[src/rtl/mult32_seq.sv]
// Sequential 32x32 shift-and-add multiplier (signed/unsigned) built on two SHIFT32 barrel shifters.
// Latency: START sampled at E0, DONE and new HI/LO at E33 (BUSY for 33 cycles), next START at E34.
// No backpressure: START is ignored while BUSY. HI/LO hold the last product until the next writeback.
// Ports: CLK/RST (sync active-high), START/SnU/A/B in, HI/LO product out, BUSY/DONE status out.

// 32-bit barrel shifter: logical shift of d by s, left when lnr=1, right when lnr=0.
module shift32 (
    input  logic [31:0] d,
    input  logic [4:0]  s,
    input  logic        lnr,
    output logic [31:0] y
);
    always_comb begin
        y = lnr ? (d << s) : (d >> s);
    end
endmodule

module mult32_seq #(
    parameter int WIDTH = 32
) (
    input  logic             CLK,
    input  logic             RST,
    input  logic             START,
    input  logic             SnU,
    input  logic [WIDTH-1:0] A,
    input  logic [WIDTH-1:0] B,
    output logic [WIDTH-1:0] HI,
    output logic [WIDTH-1:0] LO,
    output logic             BUSY,
    output logic             DONE
);
    typedef enum logic [1:0] {
        ST_IDLE = 2'd0,
        ST_RUN  = 2'd1,
        ST_FIX  = 2'd2
    } state_t;

    state_t           state_q, state_d;
    logic [4:0]       cnt_q, cnt_d;
    logic [WIDTH-1:0] m_q, m_d;
    logic [WIDTH-1:0] q_q, q_d;
    logic [WIDTH-1:0] acc_q, acc_d;
    logic             neg_q, neg_d;
    logic [WIDTH-1:0] hi_q, hi_d;
    logic [WIDTH-1:0] lo_q, lo_d;
    logic             done_q, done_d;

    // One iteration: 33-bit partial sum, then {C,ACC,Q} >> 1.
    logic [WIDTH:0]   sum;
    logic [WIDTH-1:0] acc_shr;
    logic [WIDTH-1:0] q_shr;

    always_comb begin
        sum = {1'b0, acc_q} + {1'b0, (q_q[0] ? m_q : {WIDTH{1'b0}})};
    end

    shift32 u_shift_acc (
        .d   (sum[WIDTH-1:0]),
        .s   (5'd1),
        .lnr (1'b0),
        .y   (acc_shr)
    );

    shift32 u_shift_q (
        .d   (q_q),
        .s   (5'd1),
        .lnr (1'b0),
        .y   (q_shr)
    );

    logic [2*WIDTH-1:0] prod;

    always_comb begin
        state_d = state_q;
        cnt_d   = cnt_q;
        m_d     = m_q;
        q_d     = q_q;
        acc_d   = acc_q;
        neg_d   = neg_q;
        hi_d    = hi_q;
        lo_d    = lo_q;
        done_d  = 1'b0;
        prod    = {acc_q, q_q};

        case (state_q)
            ST_IDLE: begin
                if (START) begin
                    // Magnitudes: 0x80000000 negates to itself, which read as unsigned is 2^31.
                    m_d     = (SnU && A[WIDTH-1]) ? (~A + 1'b1) : A;
                    q_d     = (SnU && B[WIDTH-1]) ? (~B + 1'b1) : B;
                    acc_d   = '0;
                    cnt_d   = '0;
                    neg_d   = SnU & (A[WIDTH-1] ^ B[WIDTH-1]);
                    state_d = ST_RUN;
                end
            end
            ST_RUN: begin
                // Carry enters ACC[31]; the bit shifted out of ACC enters Q[31].
                acc_d = acc_shr | {sum[WIDTH], {(WIDTH-1){1'b0}}};
                q_d   = q_shr   | {sum[0],     {(WIDTH-1){1'b0}}};
                cnt_d = cnt_q + 5'd1;
                if (cnt_q == 5'd31) begin
                    state_d = ST_FIX;
                end
            end
            ST_FIX: begin
                if (neg_q) begin
                    prod = ~{acc_q, q_q} + 1'b1;
                end
                hi_d    = prod[2*WIDTH-1:WIDTH];
                lo_d    = prod[WIDTH-1:0];
                done_d  = 1'b1;
                state_d = ST_IDLE;
            end
            default: begin
                state_d = ST_IDLE;
            end
        endcase
    end

    always_ff @(posedge CLK) begin
        if (RST) begin
            state_q <= ST_IDLE;
            cnt_q   <= '0;
            m_q     <= '0;
            q_q     <= '0;
            acc_q   <= '0;
            neg_q   <= 1'b0;
            hi_q    <= '0;
            lo_q    <= '0;
            done_q  <= 1'b0;
        end else begin
            state_q <= state_d;
            cnt_q   <= cnt_d;
            m_q     <= m_d;
            q_q     <= q_d;
            acc_q   <= acc_d;
            neg_q   <= neg_d;
            hi_q    <= hi_d;
            lo_q    <= lo_d;
            done_q  <= done_d;
        end
    end

    assign HI   = hi_q;
    assign LO   = lo_q;
    assign BUSY = (state_q != ST_IDLE);
    assign DONE = done_q;
endmodule

[config.mk]
export PLATFORM = sky130hd
export DESIGN_NAME = mult32_seq
export DESIGN_NICKNAME = d
export VERILOG_FILES = /design/src/rtl/mult32_seq.sv
export SDC_FILE = /design/constraint.sdc
export NUM_CORES = 1
export LEC_CHECK = 0
export ABC_CLOCK_PERIOD_IN_PS = 5100
export BUFFER_PORTS_ARGS = -buffer_cell sky130_fd_sc_hd__buf_2
export CAP_MARGIN = 20
export CORE_UTILIZATION = 40
export CTS_CLUSTER_DIAMETER = 120
export DETAILED_ROUTE_END_ITERATION = 16
export PLACE_DENSITY_LB_ADDON = 0.25
export SYNTH_ARGS = -nofsm -noshare
export SYNTH_HDL_FRONTEND = slang
export SYNTH_SLANG_ARGS = --single-unit
[constraint.sdc]
create_clock -name CLK -period 5.1 [get_ports CLK]
set_input_delay 0.51 -clock CLK [delete_from_list [all_inputs] [get_ports CLK]]
set_output_delay 0.51 -clock CLK [all_outputs]
set_load 0.1 [all_outputs]
==> impl_metrics.ini, run 1 <==
[pwr]
leakage_nw = 4.73
sw_frac_of_total_pct = 28.5
p_per_area_nw_per_um2 = 279
internal_power_mw = 2.31
p_comb_share_pct = 13.9
clkPwrFrac_pct = 42.0
seqPwrFrac_pct = 44.1
net-switching-power_mw = 0.921
irDropWorstVdd_mv = 0.206

[timing]
rsz0062_at_grt = no
relSlewSlack_pct = 26.8
setup_viol = 0
setup-tns-final_ns = 0
drv_slew = 0
skew_ns = 0.0203
hold_viol = 0
fin_crit_sh_pct = 70.7
tightest_slew_ns = 1.10
min_period_ns = 3.60
layout_setup_ws_ns = 1.50
clock.fmax_ghz = 0.277

[logic_synthesis]
synth_nets = 1377
ys_seq_elements = 169
synth_cell_types = 61
yosysSeqAreaShare_pct = 33.4
ys.flop_type = dfxtp_1
synth.avg_cell_area_um2 = 7.98
yosys_warnings = 0
synth_edf_count = 0
synth_area_um2 = 10100
async_flop_share_pct = 0
syn_inst = 1271

[layout]
fillers = 2523
mostFrequentLayoutCells = dfxtp_1, nand2_1, buf_2
area_growth_pct = 14.5
drive_gt1_share_pct = 14.7
final_common_cell = dfxtp_1
fin_cells = 1695
num-nets-final = 1464
post-route-util_pct = 47.2
antenna_cells = 0
finalInstanceArea_um2 = 11600

[detailed_routing]
ant_nets = 0
avgRoutedWirePerCell_um = 16.2
route.detailed.drc = 0
dr.pass1.iters = 5
vias = 9219
drt-initial-drc-count = 733
vias_per_cell = 5.44
wirelength_mm = 27.4

[clock_network]
ctsHoldBuffers = 0
cts_max_level = 4
cts_buffers = 17
clock-sinks = 169
cts_resized = 0
clock_tree.buffer_depth = 2
clock-root-buffer = clkbuf_16
path_clk_slew_ns = 0.07
cts_tree = built
post-cts-setup-buffers = 0
clk_latency_ns = 0.44

[place]
dp_hpwl_mm = 20.6
dp_worst_setup_slack_ns = 1.53
dpl_cell_area_um2 = 11000
place_inst = 1663
numPortBuffers = 133
place_congestion = 0.934

[die]
fp.coreArea_um2 = 24600
dieArea_um2 = 26000
row_count = 57
die_height_um = 161
die_w_um = 161
io_pins = 134
initial_utilization_pct = 41.2

[critical_path]
worst-path-max-fanout = 31
worstSetupPathType = register to register
cp.required_ns = 5.42
crit_path_end_kind = register
start_kind = register
cp.arrival_ns = 3.92

[global_route]
grt_usage_pct = 21.2
grt_antenna_before_repair = 1
grt_pass1_wl_mm = 44.3
grt_pass1_vias = 8186
overflow = 0
grt_max_degree = 97

[worst_hold_path]
hp-class = input port to register

[job]
max_cap_viol_count = 0

[status]
status = completed
[through the flow]
stage	hold WS [ns]	total power [mW]
after floorplan	0.432	1.75
after global placement	0.430	1.90
after detailed placement	0.443	1.90
after CTS	0.354	3.25
after global routing	0.384	3.38
final	0.364	3.24
[final timing paths]
kind,startpoint,end,slack [ns],cells after the start
hold / removal,A[0],m_q[0],0.36,3
setup / recovery,q_q[0],acc_q[28],1.50,13
hold reg to reg,HI[9],HI[9],0.45,2
setup reg to reg,q_q[0],acc_q[28],1.50,13
[cells in the mapped netlist, types with 2 or more instances]
cell | instances | area share [%]
nor2b_1 | 5 | 0.31
a41oi_1 | 2 | 0.17
ha_1 | 37 | 4.6
nor4_1 | 13 | 0.80
a22o_1 | 4 | 0.35
or3_4 | 3 | 0.33
o2111ai_1 | 2 | 0.17
nand3_1 | 36 | 1.8
or2_2 | 4 | 0.25
a21oi_1 | 93 | 4.6
xnor2_1 | 42 | 3.6
buf_1 | 10 | 0.37
nand2b_1 | 15 | 0.93
a22oi_1 | 31 | 2.3
a211oi_1 | 49 | 3.6
nor4_2 | 2 | 0.25
inv_1 | 21 | 0.78
xor2_1 | 96 | 8.3
nor3_1 | 13 | 0.64
nand2_1 | 155 | 5.7
o21ai_1 | 3 | 0.15
a41o_1 | 2 | 0.20
and2_1 | 43 | 2.7
o21ai_0 | 105 | 5.2
o41ai_1 | 18 | 1.6
a31oi_1 | 8 | 0.49
a211o_1 | 4 | 0.35
clkbuf_1 | 60 | 2.2
or3_1 | 8 | 0.49
or4_1 | 10 | 0.74
a32o_1 | 3 | 0.30
o31ai_1 | 30 | 2.2
o211ai_1 | 4 | 0.30
nand3b_1 | 4 | 0.30
nand4_1 | 2 | 0.12
dfxtp_1 | 169 | 33
nor2_1 | 96 | 3.6
clkbuf_8 | 3 | 0.41
and3_1 | 9 | 0.56
or4_4 | 5 | 0.56
a311oi_1 | 5 | 0.43
a21o_1 | 23 | 1.7
o21a_1 | 4 | 0.30
a221oi_1 | 3 | 0.26
[layer usage]
| metal | routed length, um | vias to the layer above | track usage [%] |
|---|---|---|---|
| met5 | 10 | - | 0 |
| met4 | 291 | 2 | 5.62 |
| li1 | - | 4759 | - |
| met1 | 15000 | 4208 | 33.9 |
| met2 | 10800 | 228 | 28.6 |
| met3 | 1330 | 22 | 3.26 |
[state kept, by name, summed over array words and instances, names as in the netlist]
name and flops:
m_q 32, HI 32, cnt_q 5, LO 32, acc_q 32, q_q 32
DONE 1, state_q 2, neg_q 1
[worst max-delay path: stages, from the launching register on]
cell and delay [ns]:
dfxtp_1 0.43, buf_4 0.29, nand2_1 0.13, inv_1 0.07, ha_1 0.21, a21oi_1 0.19
nor2_1 0.07, a311oi_1 0.48, o21ai_0 0.38, o2111ai_1 0.38, a21oi_1 0.11, o21a_1 0.21
or3_1 0.30, a32o_1 0.24
[power by group through the flow]
stage               Sequential, mW  Clock, mW  Combinational (mW)
floorplan                     1.43          0               0.325
global placement              1.45          0               0.444
detailed placement            1.45          0               0.446
CTS                           1.42       1.38               0.447
global route                  1.43       1.44               0.502
finish                        1.43       1.36               0.449
[logic make-up (layout without fill, tap and decap cells)]
family / after synthesis / count (layout) / share of synthesized area, %
buf+inv: 96 / 196 / 3.94
xor+xnor: 138 / 138 / 11.9
simple gates: 428 / 428 / 20.5
mux: 1 / 1 / 0.0987
flops: 169 / 169 / 33.4
compound gates: 401 / 401 / 25.4
fa+ha+maj: 38 / 38 / 4.76
[area by class of cell]
type / instances / area (um^2) / area share (%)
clock buffers: 17 / 425 / 3.67
flip-flops and latches: 169 / 3380 / 29.2
inverters: 21 / 78.8 / 0.679
multi-input cells: 1006 / 6380 / 55.0
clock inverters: 15 / 189 / 1.63
well taps: 324 / 405 / 3.49
repair buffers: 143 / 743 / 6.41
No activity file was read; power rests on OpenSTA's default activity.
==> run 2: changes to the inputs <==
- ABC_CLOCK_PERIOD_IN_PS: 5100 -> 3600
- clock period: 5.1 -> 3.6 ns (I/O delays scaled with it)
==> impl_metrics.ini, run 2 (synthesis results as in run 1) <==
[timing]
tightest_slew_ns = 0.803
fin_crit_sh_pct = 93.9
drv_slew = 0
hold_viol = 0
clock.fmax_ghz = 0.296
relSlewSlack_pct = 46.1
skew_ns = 0.00923
setup-tns-final_ns = 0
setup_viol = 0
min_period_ns = 3.38
rsz0062_at_grt = no
layout_setup_ws_ns = 0.218

[detailed_routing]
vias = 9353
vias_per_cell = 5.46
wirelength_mm = 28.0
route.detailed.drc = 0
dr.pass1.iters = 4
avgRoutedWirePerCell_um = 16.3
ant_nets = 0
drt-initial-drc-count = 655

[layout]
final-seq-area_um2 = 3380
fillers = 2477
multi_input_area_um2 = 6380
finalInstanceArea_um2 = 11800
area_growth_pct = 16.2
final_common_cell = dfxtp_1
drive_gt1_share_pct = 15.8
mostFrequentLayoutCells = dfxtp_1, nand2_1, buf_2
antenna_cells = 0
num-nets-final = 1483

[die]
io_pins = 134
dieArea_um2 = 26000
die_w_um = 161
fp.coreArea_um2 = 24600
row_count = 57
die_height_um = 161
initial_utilization_pct = 41.2

[clock_network]
clk_latency_ns = 0.43
ctsHoldBuffers = 0
cts_buffers = 17
clock_tree.buffer_depth = 2
post-cts-setup-buffers = 0
cts_max_level = 4
clock-root-buffer = clkbuf_16
cts_resized = 0
path_clk_slew_ns = 0.07
cts_tree = built
clock-sinks = 169

[place]
dpl_cell_area_um2 = 11100
numPortBuffers = 133
place_congestion = 0.928
dp_worst_setup_slack_ns = 0.164
dp_hpwl_mm = 21.3

[critical_path]
start_kind = register
worst-path-max-fanout = 5
rr_startpoint = acc_q[15]
slowest_stage = or4_4
r2r_cells = 9
worstSetupPathType = register to register
slowest_delay_ns = 0.45
cp.arrival_ns = 3.69
r2r_slack_ns = 0.22
cp.required_ns = 3.90
crit_path_end_kind = register
r2r-end = HI[31]
path_cells = or3_4 -> or4_4 -> or4_4 -> or4_4 -> or3_4 -> or3_4 -> o31ai_4 -> xor2_1 -> o21ai_1

[status]
status = completed

[global_route]
grt_antenna_before_repair = 0
grt_usage_pct = 21.6
overflow = 0
grt_max_degree = 70
grt_pass1_wl_mm = 45.2
grt_pass1_vias = 8475

[pwr]
leakage_nw = 4.83
total_power_mw = 4.65
irDropWorstVdd_mv = 0.320
p_per_area_nw_per_um2 = 395

[worst_hold_path]
hold_end = m_q[0]
hp-class = input port to register
hold_start = A[0]
min_path_cells = 3

[job]
max_cap_viol_count = 0
==> run 2: cell types whose count changed in the layout (fill, tap and decap cells not counted), sizes merged <==
cell	delta
buf	+19
inv	-2
bufinv	+1
clkbuf	+1
==> run 2: worst max-delay path by stage <==
stage / startpoint / to / cells past startpoint
4_1_cts: acc_q[15] / HI[31] / 9
3_5_place_dp: A[16] / m_q[30] / 9
3_3_place_gp: A[16] / m_q[30] / 9
2_1_floorplan: acc_q[14] / HI[31] / 9
6_report: acc_q[15] / HI[31] / 9
5_1_grt: q_q[31] / HI[16] / 9
==> run 2: worst max-delay path: cells and delay by family (launching register included) <==
family	cells	cell delay (ns)
AND/OR/NAND/NOR	6	2.46
flip-flops	1	0.36
AO/OA/AOI/OAI	2	0.28
XOR/XNOR	1	0.16
==> run 2: layout make-up <==
type                            instances  share of cell area [%]
Clock buffer                           18                    3.64
Clock inverter                         14                    1.67
Multi-Input combinational cell       1006                    54.2
Timing Repair Buffer                  162                    7.63
Sequential cell                       169                    28.7
Inverter                               21                   0.669
Tap cell                              324                    3.44
==> run 2: report_power, final <==
| part | leakage (nW) | internal [mW] | switching [mW] |
|---|---|---|---|
| clock network | 0.297 | 1.17 | 0.800 |
| registers | 1.37 | 1.94 | 0.0795 |
| logic | 3.16 | 0.254 | 0.416 |
| total | 4.83 | 3.36 | 1.30 |
==> run 2: routing by layer <==
| layer | wire length, um | GRT usage (%) | vias up |
|---|---|---|---|
| li1 | - | - | 4789 |
| met1 | 14800 | 33.7 | 4283 |
| met2 | 11200 | 29.6 | 259 |
| met3 | 1690 | 4.21 | 22 |
| met4 | 345 | 5.75 | 0 |
| met5 | 0 | 0 | - |
==> run 2: per-stage QoR <==
| step | util, % | instances | hold WS (ns) |
|---|---|---|---|
| global placement | 45.2 | 1681 | 0.432 |
| finish | 47.9 | 1714 | 0.207 |
| CTS | 47.7 | 1713 | 0.192 |
| floorplan | - | 1271 | 0.432 |
| detailed placement | 45.2 | 1681 | 0.439 |
| global route | 47.9 | 1714 | 0.217 |
